File: src/rtl/cprv_fetch_queue.sv
// Instruction-fetch stage: owns the PC, keeps pipelined imem requests in flight,
// queues returned instructions in order and presents the head to ID.
module cprv_fetch_queue #(
   parameter int unsigned           INSTR_WIDTH  = 32,
   parameter int unsigned           DATA_WIDTH   = 64,
   parameter int unsigned           ADDR_WIDTH   = 64,
   parameter int unsigned           FIFO_DEPTH   = 4,
   parameter logic [ADDR_WIDTH-1:0] RESET_VECTOR = '0
) (
   input  logic                   clk,
   input  logic                   rst_n,
   input  logic                   redirect_i,
   input  logic [ADDR_WIDTH-1:0]  redirect_pc_i,
   output logic                   valid_imem_o,
   input  logic                   ready_imem_i,
   output logic [ADDR_WIDTH-1:0]  instr_addr_imem_o,
   input  logic                   valid_if_i,
   output logic                   ready_if_o,
   input  logic [DATA_WIDTH-1:0]  instr_data_imem_i,
   output logic                   valid_id_o,
   input  logic                   ready_id_i,
   output logic [INSTR_WIDTH-1:0] instr_data_id_o,
   output logic [ADDR_WIDTH-1:0]  instr_pc_id_o
);

   localparam int unsigned PTR_W = $clog2(FIFO_DEPTH);
   localparam int unsigned CNT_W = $clog2(FIFO_DEPTH + 1);
   localparam int unsigned SUM_W = CNT_W + 1;
   localparam logic [ADDR_WIDTH-1:0] PC_STEP = ADDR_WIDTH'(4);

   logic [ADDR_WIDTH-1:0]  fetch_pc_q, fetch_pc_d;
   logic [ADDR_WIDTH-1:0]  resp_pc_q, resp_pc_d;
   logic [CNT_W-1:0]       count_q, count_d;
   logic [CNT_W-1:0]       outst_q, outst_d;
   logic [CNT_W-1:0]       drop_cnt_q, drop_cnt_d;
   logic [PTR_W-1:0]       head_q, head_d;
   logic [PTR_W-1:0]       tail_q, tail_d;
   logic [INSTR_WIDTH-1:0] data_q [FIFO_DEPTH];
   logic [ADDR_WIDTH-1:0]  pc_q   [FIFO_DEPTH];

   logic                   credit;
   logic                   req_fire;
   logic                   resp_drop;
   logic                   push;
   logic                   pop;
   logic [INSTR_WIDTH-1:0] resp_instr;

   // Queue slots plus in-flight requests never exceed the depth, so a response always has room.
   assign credit            = (SUM_W'(count_q) + SUM_W'(outst_q)) < SUM_W'(FIFO_DEPTH);
   assign valid_imem_o      = rst_n & ~redirect_i & credit;
   assign ready_if_o        = rst_n;
   assign instr_addr_imem_o = fetch_pc_q;

   assign req_fire   = valid_imem_o & ready_imem_i;
   assign resp_drop  = valid_if_i & (drop_cnt_q != '0);
   assign push       = valid_if_i & ~resp_drop & ~redirect_i;
   assign pop        = valid_id_o & ready_id_i & ~redirect_i;
   assign resp_instr = resp_pc_q[2] ? instr_data_imem_i[DATA_WIDTH-1 -: INSTR_WIDTH]
                                    : instr_data_imem_i[INSTR_WIDTH-1:0];

   assign valid_id_o      = (count_q != '0);
   assign instr_data_id_o = data_q[head_q];
   assign instr_pc_id_o   = pc_q[head_q];

   always_comb begin
      fetch_pc_d = fetch_pc_q;
      resp_pc_d  = resp_pc_q;
      count_d    = count_q;
      drop_cnt_d = drop_cnt_q;
      head_d     = head_q;
      tail_d     = tail_q;
      outst_d    = outst_q + CNT_W'(req_fire) - CNT_W'(valid_if_i);
      if (redirect_i) begin
         // Everything still in flight after this cycle belongs to the old path.
         fetch_pc_d = redirect_pc_i;
         resp_pc_d  = redirect_pc_i;
         count_d    = '0;
         head_d     = '0;
         tail_d     = '0;
         drop_cnt_d = outst_d;
      end else begin
         if (req_fire) begin
            fetch_pc_d = fetch_pc_q + PC_STEP;
         end
         if (resp_drop) begin
            drop_cnt_d = drop_cnt_q - CNT_W'(1);
         end
         if (push) begin
            resp_pc_d = resp_pc_q + PC_STEP;
            tail_d    = tail_q + PTR_W'(1);
         end
         if (pop) begin
            head_d = head_q + PTR_W'(1);
         end
         count_d = count_q + CNT_W'(push) - CNT_W'(pop);
      end
   end

   always_ff @(posedge clk) begin
      if (!rst_n) begin
         fetch_pc_q <= RESET_VECTOR;
         resp_pc_q  <= RESET_VECTOR;
         count_q    <= '0;
         outst_q    <= '0;
         drop_cnt_q <= '0;
         head_q     <= '0;
         tail_q     <= '0;
      end else begin
         fetch_pc_q <= fetch_pc_d;
         resp_pc_q  <= resp_pc_d;
         count_q    <= count_d;
         outst_q    <= outst_d;
         drop_cnt_q <= drop_cnt_d;
         head_q     <= head_d;
         tail_q     <= tail_d;
      end
   end

   always_ff @(posedge clk) begin
      for (int i = 0; i < FIFO_DEPTH; i++) begin
         if (!rst_n) begin
            data_q[i] <= '0;
            pc_q[i]   <= '0;
         end else if (push && (tail_q == PTR_W'(i))) begin
            data_q[i] <= resp_instr;
            pc_q[i]   <= resp_pc_q;
         end
      end
   end

endmodule
File: config.mk
export PLATFORM = sky130hd
export DESIGN_NAME = cprv_fetch_queue
export DESIGN_NICKNAME = d
export VERILOG_FILES = /design/src/rtl/cprv_fetch_queue.sv
export SDC_FILE = /design/constraint.sdc
export NUM_CORES = 1
export LEC_CHECK = 0
export ABC_CLOCK_PERIOD_IN_PS = 8580
export CAP_MARGIN = 10
export CORE_MARGIN = 2
export CORE_UTILIZATION = 48
export DETAILED_ROUTE_END_ITERATION = 16
export PLACE_DENSITY_LB_ADDON = 0.1
export SLEW_MARGIN = 15
export SYNTH_ARGS = -nofsm -noshare
export SYNTH_HDL_FRONTEND = slang
export SYNTH_SLANG_ARGS = --single-unit
File: constraint.sdc
create_clock -name clk -period 8.58 [get_ports clk]
set_input_delay 1.716 -clock clk [delete_from_list [all_inputs] [get_ports clk]]
set_output_delay 1.716 -clock clk [all_outputs]
set_load 0.01 [all_outputs]
# After elaboration in Yosys (flattened, before gate mapping)
# Memories as Yosys holds them, arrays and structs flattened. A register that Yosys moved wholly into a read port is not among the register bits.
# Index checks and enable logic that the tools add are counted.
# totals
word_cells	85
n_memories	2
ram_bits	384
regBits	141
input_bits	134
# memory_table
memory	words	word_bits	read_ports	rd_ports_with_merged_regs	write_ports	line_no	rtl
pc_q	4	64	1	1	4	39	logic [ADDR_WIDTH-1:0] pc_q [FIFO_DEPTH];
data_q	4	32	1	1	4	38	logic [INSTR_WIDTH-1:0] data_q [FIFO_DEPTH];
# classes
bitwise	19
n_mux	32
eq_ne	3
reduce_logical	11
n_lt_le_gt_ge	1
add_sub_neg	10
# ops
cell	n
$mux W64	8
$mux W32	5
$add A64 B3 Y64 const B	2
$mux W1	13
$and A1 B1 Y1	8
$mux W2	4
$or A1 B1 Y1	8
$add A3 B1 Y3	2
$mux W3	2
$reduce_bool A2 Y1	3
$reduce_bool A3 Y1	2
$sub A3 B1 Y3	2
$add A2 B1 Y2 const B	2
$add A3 B3 Y4	1
$eq A2 B2 Y1 const B	2
$logic_and A1 B1 Y1	4
$lt A4 B3 Y1 const B	1
$not A1 Y1	3
$sub A3 B1 Y3 const B	1
$eq A2 B1 Y1 const B	1
$logic_not A2 Y1	1
$reduce_or A2 Y1	1

# Longest topological paths before layout
# Gate-level depths: netlist of the first run.
# depth
depth_word	10
depth_mapped	15
mapped_depth_nobuf	13

# Worst setup path before layout of the first run
# No wires, ideal clock.
# synth_path
kind	input to register
from	input rst_n
to	memory data_q[0][0] (enable)
cell_stages	4
t_arrival_ns	4.011
path_slack_ns	3.671
required_ns	7.682
path_buffers	3
setup_time_ns	0.898
cell_sequence	buf_2 -> clkbuf_1 -> clkbuf_1 -> nand2_1
# synth_rtl
item	line_no	rtl
from (decl)	11	input logic rst_n,
to (decl)	38	

==> summary.txt, run 1 <==
status -> complete, no violations
multiplexer share of the synthesized area -> 0.1054
slowest CP cell -> dfxtp_4
Worst path top cell family by delay -> buffers and inverters
CP endpoint kind -> output pin
global routing usage on met3 -> 0.04270
die width -> 229.3 um
Clock Path Buffers -> 3
gr ovfl total -> 0
routing usage on met2 -> 0.4074
largest family of logic cells by synthesized area -> simple AND/OR/NAND/NOR gates
routing usage on met1 -> 0.3401
Site Rows -> 82
Hold Violations, Final -> 0
worst-skew pair later-pin latency -> 610 ps
Pwr Density -> 200.0 nW/um2
Async S/R FF share, synth -> 0
EDFF count, synth -> 384
post-synthesis sequential area ratio -> 0.5906
vias in the first global route -> 17120
Cell Chain, Critical Path -> buf_4 > mux4_2 > clkdlybuf4s50_1
Post-Synth Simple-Gate Area -> 0.1779
crit path time final -> 5164 ps
Netlist cell types -> 65
setup TNS -> 0 ps
global-route wire length before repair -> 99.75 mm
Global Route Usage Sum -> 0.2455
Nets -> 2384
Max Clk Rate -> 193.7 MHz
CTS root buffer -> clkbuf_16
Fillers -> 4111
max-slew violations -> 0
H-tree depth -> 2
Final Power -> 5.877 mW
post-cts gate resize count -> 0
commonest non-fill, non-tap cells in the layout -> edfxtp_1, clkdlybuf4s50_1, nor2_1
pin count of the biggest net entering global routing -> 151
GPL Wtd Cong -> 0.8771
crit-path max cell delay -> 920 ps
initial cell density of the core -> 0.4858
Slew headroom -> 0.1811
hold_buf cts -> 0
die area -> 52590 um2
CP startpoint kind -> flop
DRT Pass-1 Iters -> 7
Post-Synthesis Cell Area -> 24370 um2
Post-CTS Setup Repair Bufs -> 0
Setup WS post-layout -> 3416 ps
Initial DRC Count -> 1406
Num CTS Buffers -> 54
arrival time worst endpoint -> 3450 ps
Final period util -> 0.6019
Max-cap violations -> 0
port bufs -> 296
leakage power -> 10.73 nW
most common cell after layout, fill and taps aside -> edfxtp_1
Clock Sinks -> 527
Worst EP required -> 6860 ps
layout cells sized above 1 -> 0.1007
pre-CTS WS -> 3154 ps
syn_nets -> 2160
Max VDD drop -> 0.1379 mV
detailed placement HPWL -> 40.86 mm
CTS tree -> yes
synth warn -> 0
Post-Syn Instances -> 2010
Setup Skew -> 16.91 ps
P&R area growth vs syn -> 20.56%
Synth Flop Type -> edfxtp_1
via count -> 17040
Top Usage Layer GRT -> met2
critical path class -> reg2out
clock-pin slew of the registers on the worst-case setup and hold paths -> 60 ps
die height -> 229.3 um
complex-gate fraction of the synthesized area -> 0.05642
Least-Margin Pin Slew -> 1228 ps
Synth Area in XOR/XNOR -> 0.03126
average wire per standard cell -> 22.13 um
number of synthesized register bits -> 527
ANT cells -> 0
Adder-Cell Fraction of Synth Area -> 0.008830
IO Pins -> 297
unrepaired setup endpoints after global routing -> false
core area -> 50170 um2
DR vias/cell -> 5.783
peak fanout along the critical path -> 40
initial antenna violation count -> 0
Final setup violation count -> 0
Syn Area/Cell -> 12.13 um2
worst path bufs/invs -> 2
Post-DRT Antenna Nets -> 0
routed wire length -> 65.20 mm
min-delay worst type -> reg2reg
hold slack -> 456.6 ps
Remaining DRCs -> 0
-- sequential cells by signal, indices dropped and copies added, names as in the netlist, named ones only --
signal / flops
resp_pc_q: 64
data_q: 128
outst_q: 3
count_q: 3
instr_addr_imem_o: 64
head_q: 2
drop_cnt_q: 3
pc_q: 256
tail_q: 2
-- where the power goes --
| part | total, mW | leakage (nW) | switching [mW] | internal [mW] |
|---|---|---|---|---|
| Combinational | 0.700 | 4.79 | 0.381 | 0.319 |
| Clock | 2.19 | 0.770 | 0.973 | 1.21 |
| Sequential | 2.99 | 5.17 | 0.104 | 2.89 |
| Total | 5.88 | 10.7 | 1.46 | 4.42 |
-- area by class of cell --
class                   instances  area (um2)  share of cell area
flip-flops and latches        527       14400              0.4902
multi-input cells            1301        9305              0.3167
repair buffers                318        3118              0.1061
clock buffers                  71        1415             0.04816
well taps                     672       840.8             0.02862
clock inverters                25       180.2            0.006132
inverters                      32       121.4            0.004130
-- through the flow --
step | utilization | area [um2] | instances
final | 0.5857 | 29380 | 2946
after CTS | 0.5857 | 29380 | 2946
after floorplan | - | 24370 | 2010
after global placement | 0.5539 | 27790 | 2850
after detailed placement | 0.5539 | 27790 | 2850
after global routing | 0.5857 | 29380 | 2946
-- final timing paths --
| path | startpoint | to | slack (ps) | cells past startpoint |
|---|---|---|---|---|
| hold / removal | instr_addr_imem_o[0]$_SDFFE_PN0P_ | instr_addr_imem_o[0]$_SDFFE_PN0P_ | 460 | 2 |
| setup reg to reg | drop_cnt_q[0]$_SDFFE_PN0P_ | pc_q[3][57]$_SDFFCE_PN0P_ | 5000 | 7 |
| setup / recovery | flop | instr_pc_id_o[39] | 3420 | 3 |
| hold reg to reg | instr_addr_imem_o[0]$_SDFFE_PN0P_ | instr_addr_imem_o[0]$_SDFFE_PN0P_ | 460 | 2 |
-- cells in the mapped netlist, drive strengths merged, types with 6 or more instances --
master / instances / area share
a21oi: 94 / 0.019
a22oi: 7 / 0.0022
a31oi: 24 / 0.0062
and2: 17 / 0.0044
and3: 233 / 0.060
and4: 9 / 0.0032
buf: 32 / 0.0064
clkbuf: 118 / 0.018
dfxtp: 143 / 0.12
edfxtp: 384 / 0.47
ha: 14 / 0.0072
inv: 31 / 0.0048
mux2i: 35 / 0.014
mux4: 96 / 0.089
nand2: 117 / 0.018
nand3: 48 / 0.011
nand4: 52 / 0.015
nor2: 255 / 0.039
nor3: 31 / 0.0074
nor4: 27 / 0.0095
o211ai: 8 / 0.0025
o21a: 7 / 0.0022
o21ai: 70 / 0.014
o22ai: 6 / 0.0015
or3: 14 / 0.0038
or4: 6 / 0.0023
xnor2: 62 / 0.022
xor2: 25 / 0.0090
-- worst min-delay path, delay by kind of cell (launching register included) --
kind / cells / cell delay [ps]
AO/OA/AOI/OAI: 1 / 50
flip-flops: 1 / 310
AND/OR/NAND/NOR: 1 / 50
-- cells by family after synthesis --
logic type,after synthesis
compound gates,240
xor+xnor,87
fa+ha+maj,16
buf+inv,182
flops,527
mux,136
simple gates,822
-- routing by layer --
metal	share of wire	vias up
li1	-	7983
met2	0.48	577
met5	0	-
met1	0.43	8386
met3	0.068	90
met4	0.019	0
No activity file was read; power rests on OpenSTA's default activity.
==> run 2, diff against run 1 <==
--- a/config.mk
+++ b/config.mk
@@ -5,7 +5,7 @@
 export SDC_FILE = /design/constraint.sdc
 export NUM_CORES = 1
 export LEC_CHECK = 0
-export ABC_CLOCK_PERIOD_IN_PS = 8580
+export ABC_CLOCK_PERIOD_IN_PS = 5200
 export CAP_MARGIN = 10
 export CORE_MARGIN = 2
 export CORE_UTILIZATION = 48
==> constraint.sdc (replaced) <==
create_clock -name clk -period 5.2 [get_ports clk]
set_input_delay 1.04 -clock clk [delete_from_list [all_inputs] [get_ports clk]]
set_output_delay 1.04 -clock clk [all_outputs]
set_load 0.01 [all_outputs]
==> run 2 against run 1 <==
- hold slack improved by 7.3 ps
- final area rose by 1.1%
- die area did not move
==> summary.txt, run 2 (synthesized netlist as in run 1, its figures left out) <==
die width -> 229.3 um
average wire per standard cell -> 22.19 um
DR vias/cell -> 5.835
Final period util -> 0.7614
Clock Path Buffers -> 3
Cell Chain, Critical Path -> buf_12 > mux4_2 > clkdlybuf4s50_1
largest registers -> pc_q (256), data_q (128)
initial cell density of the core -> 0.4858
Largest Register -> pc_q
Setup Skew -> 13.55 ps
Initial DRC Count -> 1424
layout cells sized above 1 -> 0.1096
Slew headroom -> 0.2613
vias in the first global route -> 17180
arrival time worst endpoint -> 2920 ps
Post-CTS Setup Repair Bufs -> 0
crit-path max cell delay -> 800 ps
cell depth of the worst hold path -> 2
core area -> 50170 um2
GPL Wtd Cong -> 0.8846
Non-Filler Instances -> 2962
Max Clk Rate -> 252.6 MHz
crit path time final -> 3959 ps
r2r setup slk -> 2090 ps
Pwr Density -> 334.4 nW/um2
min-delay worst type -> reg2reg
detailed placement HPWL -> 42.02 mm
CP endpoint kind -> output pin
max reg flops -> 256
H-tree depth -> 2
Remaining DRCs -> 0
Num CTS Buffers -> 54
critical path class -> reg2out
IO Pins -> 297
DP Cell Count -> 2861
Global Route Usage Sum -> 0.2484
worst-skew pair later-pin latency -> 610 ps
Hold EP -> instr_addr_imem_o[1]$_SDFFE_PN0P_
Hold Violations, Final -> 0
leakage power -> 10.89 nW
die height -> 229.3 um
status -> complete, no violations
register area -> 14400 um2
reg2reg start -> instr_addr_imem_o[7]$_SDFFE_PN0N_
Max-cap violations -> 0
hold_buf cts -> 0
unrepaired setup endpoints after global routing -> false
CTS tree -> yes
P&R area growth vs syn -> 21.84%
global-route wire length before repair -> 101.0 mm
Site Rows -> 82
hold path start -> instr_addr_imem_o[1]$_SDFFE_PN0P_
reg2reg end -> instr_addr_imem_o[63]$_SDFFE_PN0N_
Max VDD drop -> 0.2294 mV
multi-input logic area -> 9305 um2
ANT cells -> 0
Post-DRT Antenna Nets -> 0
routed wire length -> 65.71 mm
commonest non-fill, non-tap cells in the layout -> edfxtp_1, clkdlybuf4s50_1, nor2_1
R2R depth -> 7
CTS root buffer -> clkbuf_16
Clock Sinks -> 527
most common cell after layout, fill and taps aside -> edfxtp_1
post-cts gate resize count -> 0
CP startpoint kind -> flop
gr ovfl total -> 0
DRT Pass-1 Iters -> 5
Least-Margin Pin Slew -> 1104 ps
die area -> 52590 um2
port bufs -> 296
pin count of the biggest net entering global routing -> 209
initial antenna violation count -> 0
Final setup violation count -> 0
Nets -> 2395
slowest CP cell -> dfxtp_4
peak fanout along the critical path -> 33
clock-pin slew of the registers on the worst-case setup and hold paths -> 60 ps
Worst EP required -> 4160 ps
via count -> 17280
max-slew violations -> 0
Fillers -> 4081
setup TNS -> 0 ps
run 2: cell count changes in the layout (fill, tap and decap cells not counted), sizes merged:
cell,change
buf,+11
bufinv,+2
clkbuf,+2
clkinv,+2
clkinvlp,-1
run 2: stage by stage:
stage / power [mW] / utilization / cell area (um2) / hold WS [ps] / worst slack [ps]
after floorplan: 5.584 / - / 24370 / 457.5 / 966.6
after global placement: 6.176 / 0.5575 / 27970 / 452.7 / 1338
after detailed placement: 6.200 / 0.5575 / 27970 / 459.3 / 1310
after CTS: 9.994 / 0.5919 / 29690 / 470.3 / 1114
after global routing: 10.27 / 0.5919 / 29690 / 491.3 / 1031
final: 9.931 / 0.5919 / 29690 / 463.9 / 1241
run 2: routing by layer:
| layer | share of wire | routed length [um] | GRT usage | up-vias |
|---|---|---|---|---|
| li1 | - | - | - | 7998 |
| met1 | 0.44 | 28740 | 0.3474 | 8491 |
| met2 | 0.47 | 30600 | 0.3980 | 687 |
| met3 | 0.072 | 4715 | 0.04694 | 108 |
| met4 | 0.025 | 1660 | 0.07102 | 0 |
| met5 | 0 | 0 | 0 | - |
run 2: worst max-delay path: cells and delay by family, from the launching register on:
family | cells | cell delay (ps)
buf+inv | 2 | 870
flops | 1 | 800
mux | 1 | 590
run 2: layout make-up:
class                      instances  share of cell area
clock buffer                      73             0.04972
clock inverter                    28            0.008343
sequential                       527              0.4850
tap                              672             0.02832
timing repair buffer             329              0.1112
multi-input combinational       1301              0.3134
inverter                          32            0.004087
run 2: power breakdown:
| part | switching, mW | internal [mW] |
|---|---|---|
| sequential | 0.173 | 4.76 |
| combinational | 0.634 | 0.543 |
| clock | 1.64 | 2.18 |
run 2: how the worst max path moves through the flow:
stage | start | slack, ps | to
floorplan | rst_n | 970 | data_q[0][0]$_SDFFCE_PN0P_
global placement | valid_if_i | 1340 | count_q[2]$_SDFF_PP0_
detailed placement | valid_if_i | 1310 | count_q[2]$_SDFF_PP0_
CTS | flop | 1110 | instr_pc_id_o[25]
global route | flop | 1030 | instr_pc_id_o[29]
finish | flop | 1240 | instr_pc_id_o[39]
==> run 3, diff against run 2 <==
--- a/config.mk
+++ b/config.mk
@@ -5,7 +5,7 @@
 export SDC_FILE = /design/constraint.sdc
 export NUM_CORES = 1
 export LEC_CHECK = 0
-export ABC_CLOCK_PERIOD_IN_PS = 5200
+export ABC_CLOCK_PERIOD_IN_PS = 3150
 export CAP_MARGIN = 10
 export CORE_MARGIN = 2
 export CORE_UTILIZATION = 48
==> constraint.sdc (replaced) <==
create_clock -name clk -period 3.15 [get_ports clk]
set_input_delay 0.63 -clock clk [delete_from_list [all_inputs] [get_ports clk]]
set_output_delay 0.63 -clock clk [all_outputs]
set_load 0.01 [all_outputs]
==> run 3 against run 2 <==
- critical endpoint unchanged
- largest cell class unchanged
- final area rose by 1.5%
- sequential share of layout area fell by 0.72 points
- largest power group unchanged
- global-route usage rose by 0.31 points
- wire length rose by 1.6%
- hold slack got worse by 5.9 ps
- cell count rose by 1.1%
==> summary.txt, run 3 (synthesized netlist as in run 1, its figures left out) <==
status -> complete, no violations
DR vias/cell -> 5.832
Combinational Power Share -> 0.121
post-route cell area -> 30140 um2
port bufs -> 296
clock-pin slew of the registers on the worst-case setup and hold paths -> 60 ps
gr ovfl total -> 0
vias in the first global route -> 17430
Top Metal Used -> met4
routed wl met2 -> 31.94 mm
H-tree depth -> 2
R2R depth -> 13
die width -> 229.3 um
Pwr Density -> 549.1 nW/um2
ANT cells -> 0
worst-skew pair later-pin latency -> 610 ps
internal power -> 12.51 mW
Clock Sinks -> 527
GPL Wtd Cong -> 0.8818
Setup WS post-layout -> 86.47 ps
CP startpoint kind -> flop
P&R area growth vs syn -> 23.67%
unrepaired setup endpoints after global routing -> false
r2r setup slk -> 420 ps
Setup Skew -> 14.77 ps
crit path time final -> 3064 ps
NetSw -> 4.040 mW
average wire per standard cell -> 22.30 um
Global Route Usage Sum -> 0.2515
die area -> 52590 um2
max-slew violations -> 0
DR WL met3 -> 4.870 mm
routed wire length -> 66.78 mm
register area -> 14400 um2
Final Power -> 16.55 mW
clock share of power -> 0.387
Largest Register -> pc_q
Final period util -> 0.9725
initial antenna violation count -> 0
Clock Path Buffers -> 3
Worst EP required -> 2520 ps
via count -> 17460
Fillers -> 4058
initial cell density of the core -> 0.4858
min-delay worst type -> reg2reg
IO Pins -> 297
Initial DRC Count -> 1460
Post-CTS Setup Repair Bufs -> 0
arrival time worst endpoint -> 2430 ps
Nets -> 2430
Max VDD drop -> 0.4518 mV
detailed placement HPWL -> 43.95 mm
WL met1 -> 28.57 mm
commonest non-fill, non-tap cells in the layout -> edfxtp_1, clkdlybuf4s50_1, nor2_1
Final setup violation count -> 0
Site Rows -> 82
Slew headroom -> 0.4335
Cell Chain, Critical Path -> buf_12 > mux4_2 > clkdlybuf4s50_1
cell depth of the worst hold path -> 2
Placed Area -> 28360 um2
peak fanout along the critical path -> 34
core area -> 50170 um2
Remaining DRCs -> 0
Max-cap violations -> 0
Num CTS Buffers -> 54
Sequential Power Share -> 0.491
reg2reg end -> drop_cnt_q[2]$_SDFFE_PN0P_
setup TNS -> 0 ps
leakage power -> 11.14 nW
Least-Margin Pin Slew -> 846.7 ps
pin count of the biggest net entering global routing -> 142
Post-DRT Antenna Nets -> 0
global-route wire length before repair -> 102.3 mm
slowest CP cell -> mux4_2
DRT Pass-1 Iters -> 5
layout cells sized above 1 -> 0.1253
max reg flops -> 256
Hold Violations, Final -> 0
Sw Share -> 0.2441
multi-input logic area -> 9305 um2
CTS root buffer -> clkbuf_16
Max Clk Rate -> 326.4 MHz
critical path class -> reg2out
CTS tree -> yes
CP endpoint kind -> output pin
crit-path max cell delay -> 580 ps
hold path start -> instr_addr_imem_o[0]$_SDFFE_PN0P_
reg2reg start -> count_q[2]$_SDFF_PP0_
most common cell after layout, fill and taps aside -> edfxtp_1
Hold EP -> instr_addr_imem_o[0]$_SDFFE_PN0P_
largest registers -> pc_q (256), data_q (128)
pre-CTS WS -> -114.2 ps
die height -> 229.3 um
==> run 3: changes by cell type in the layout (fill, tap and decap cells not counted), sizes merged <==
cell,before,now
buf,35,70
clkbuf,73,69
clkdlybuf4s50,294,293
clkinv,22,20
clkinvlp,1,5
dlymetal6s2s,0,1
inv,33,32
==> run 3: critical path: cells and delay by family, from the launching register on <==
family,cells,cell delay (ps)
buf+inv,2,790
mux,1,580
flops,1,410
==> run 3: power by group through the flow <==
stage	Sequential (mW)	Clock (mW)	Combinational [mW]
after floorplan	8.22	0	1.00
after global placement	8.25	0	1.99
after detailed placement	8.27	0	2.02
after CTS	8.13	6.52	2.02
after global routing	8.18	6.77	2.16
final	8.13	6.41	2.01
==> run 3: metrics by stage <==
step / hold WS [ps] / std cells / util
final: 458.0 / 2994 / 0.6008
after global routing: 501.8 / 2994 / 0.6008
after CTS: 462.1 / 2994 / 0.6006
after detailed placement: 453.7 / 2896 / 0.5653
after global placement: 449.0 / 2895 / 0.5649
after floorplan: 457.5 / 2010 / -
==> run 3: repair_timing <==
item,in CTS,in global routing
gates cloned,0,0
hold buffers,0,0
resized for setup,1,2
endpoints found under the setup margin,16,2
==> run 3: layer usage <==
metal | up-vias | global-route usage
met3 | 95 | 0.04569
met1 | 8637 | 0.3494
met5 | - | 0
met4 | 0 | 0.06230
met2 | 662 | 0.4112
li1 | 8068 | -
==> run 3: worst max-delay path by stage <==
stage | slack, ps | endpoint | from
after floorplan | -670 | data_q[0][0]$_SDFFCE_PN0P_ | rst_n
after global placement | -290 | pc_q[0][0]$_SDFFCE_PN0P_ | valid_if_i
after detailed placement | -110 | count_q[2]$_SDFF_PP0_ | valid_if_i
after CTS | 20 | instr_pc_id_o[15] | flop
after global routing | 10 | instr_pc_id_o[63] | flop
final | 90 | instr_pc_id_o[39] | flop
==> run 3: cell type report <==
type / count / share of cell area
Timing Repair Buffer: 364 / 0.1227
Multi-Input combinational cell: 1301 / 0.3087
Inverter: 32 / 0.004068
Clock buffer: 69 / 0.05056
Tap cell: 672 / 0.02790
Sequential cell: 527 / 0.4779
Clock inverter: 29 / 0.008178
==> RTL change, RTL diff (config.mk and constraints of run 3) <==
Reset style: asynchronous (`rst_n`), changed in one clocked block.
--- a/src/rtl/cprv_fetch_queue.sv
+++ b/src/rtl/cprv_fetch_queue.sv
@@ -96,7 +96,7 @@
       end
    end
 
-   always_ff @(posedge clk) begin
+   always_ff @(posedge clk or negedge rst_n) begin
       if (!rst_n) begin
          fetch_pc_q <= RESET_VECTOR;
          resp_pc_q  <= RESET_VECTOR;
Formal check against the unedited RTL: differs if rst_n is asserted again (counterexample within 4 cycles, from zero or initial values and one cycle with rst_n low); with rst_n held inactive, the same outputs for 4 cycles.
==> RTL change against run 3 <==
- wire length is 0.93% higher
- sequential cell count is 2 lower
- design area is 2.5% higher
- sequential share of layout area is 0.98 points higher
- via count is 3.4% lower
- synthesized area is 1.9% higher
- setup slack worse by 0.0046 ns
- critical endpoint is now instr_pc_id_o[36]
Power is not compared: it rests on default switching activity, and its combinational part moved more than twofold at a synthesized area within 25%.
==> RTL change: results (changes against run 3) <==
Cells and area
  • Layout area overhead: 24.5%
  • Layout cells sized above 1: 13.3% (+0.80 points)
  • FILL cells: 4,049 (-0.22%)
  • # nets final: 2,370 (-2.5%)

Placement
  • Pre-CTS setup slack: 0.0440 ns (+0.158 ns)
  • Post-detail-place hpwl: 43,900 um (-0.19%)
  • Placed inst area: 28,900 um2 (+2.1%)
  • RePlAce Congestion: 0.963 (+9.2%)

Synth
  • FFs w/ async S/R, synth: 26.9% (+27 points)
  • EDFF count, synth: 384 (unchanged)
  • Synth Area in Adders: 0.867% (-0.016 points)
  • Sequential share of the synthesized area: 60.7% (+1.6 points)
  • Post-synthesis mux area share: 11.0% (+0.49 points)
  • Syn nets: 2,072 (-4.1%)
  • Post-synthesis cell type count: 70 (+7.7%)
  • Synth cell count leaders: edfxtp_1, and2_1, nor2_1, dfrtp_1, nand2_1
  • Compound-Gate Fraction of Synth Area: 3.95% (-1.7 points)
  • Post-Synth XOR/XNOR Area: 2.89% (-0.23 points)
  • Largest cells by area after synthesis: edfxtp_1, dfrtp_1, mux4_2

Critical path
  • CP endpoint: instr_pc_id_o[36]
  • Worst reg2reg startpoint: instr_addr_imem_o[2]$_DFFE_PN0N_
  • Reg2reg path depth: 6 (-7)

Timing
  • Skew final: 0.0126 ns (-0.00214 ns)
  • Crit path time final: 3.07 ns (+0.00455 ns)
  • Slew @ Worst Pin: 1.02 ns (+0.172 ns)

Run status
  • Run status: complete, no violations

Route
  • Via count: 16,876 (-3.4%)
  • DRT iter0 DRCs: 1,108 (-24%)

GRT
  • First-pass GRT wire length: 103,000 um (+0.74%)
  • Global Route Usage Sum: 25.4% (+0.21 points)
  • Largest net degree at the start of global routing: 106 (-25%)

Clock network
  • Num CTS Buffers: 56 (+3.7%)
  • Worst skew pair latency: 0.59 ns (-0.02 ns)
[RTL change: power breakdown]
group	leakage [nW]	internal [mW]	switching, mW	total (mW)
combinational	5.20	2.34	2.16	4.51
clock	0.919	4.10	2.71	6.82
sequential	5.67	7.96	0.545	8.50
[RTL change: repair_timing]
action | in CTS | in global routing
hold buffers | 0 | 0
setup buffers | 6 | 1
endpoints found under the setup margin | 69 | 11
gates cloned | 2 | 0
resized for setup | 76 | 3
pin swaps | 0 | 0
[RTL change: stage by stage]
stage,instances,TNS [ns],hold WS [ns]
after CTS,2944,-0.00772,0.0528
after global placement,2833,0,0.515
after global routing,2945,-0.00584,0.0842
after detailed placement,2833,0,0.518
final,2945,0,0.0848
after floorplan,1922,0,0.334
[RTL change: routing by layer]
metal | GRT usage [%] | routed length, um | up-vias | share of wire [%]
met1 | 36.0 | 29700 | 8523 | 44
met4 | 6.31 | 1310 | 0 | 1.9
met5 | 0 | 0 | - | 0
met3 | 3.95 | 4350 | 86 | 6.5
met2 | 41.2 | 32000 | 613 | 48
li1 | - | - | 7654 | -
[RTL change: critical path, cell delays in order, from the launching register on]
cell and delay (ns):
dfrtp_4 0.49, buf_16 0.16, buf_16 0.15, mux4_2 0.49
clkdlybuf4s50_1 0.53
[RTL change: area by class of cell]
class / instances / share of cell area, %
Inverter: 27 / 0.328
Clock inverter: 39 / 1.41
Multi-Input combinational cell: 1243 / 29.6
Timing Repair Buffer: 367 / 12.4
Sequential cell: 525 / 48.8
Clock buffer: 64 / 4.70
Tap cell: 680 / 2.75
[RTL change: cell families (layout without fill, tap and decap cells)]
kind of cell,count (synthesis),count (layout)
AO/OA/AOI/OAI,160,160
XOR/XNOR,82,82
multiplexers,151,151
adder cells (fa/ha/maj),16,16
buffers and inverters,154,497
flip-flops,525,525
AND/OR/NAND/NOR,834,834
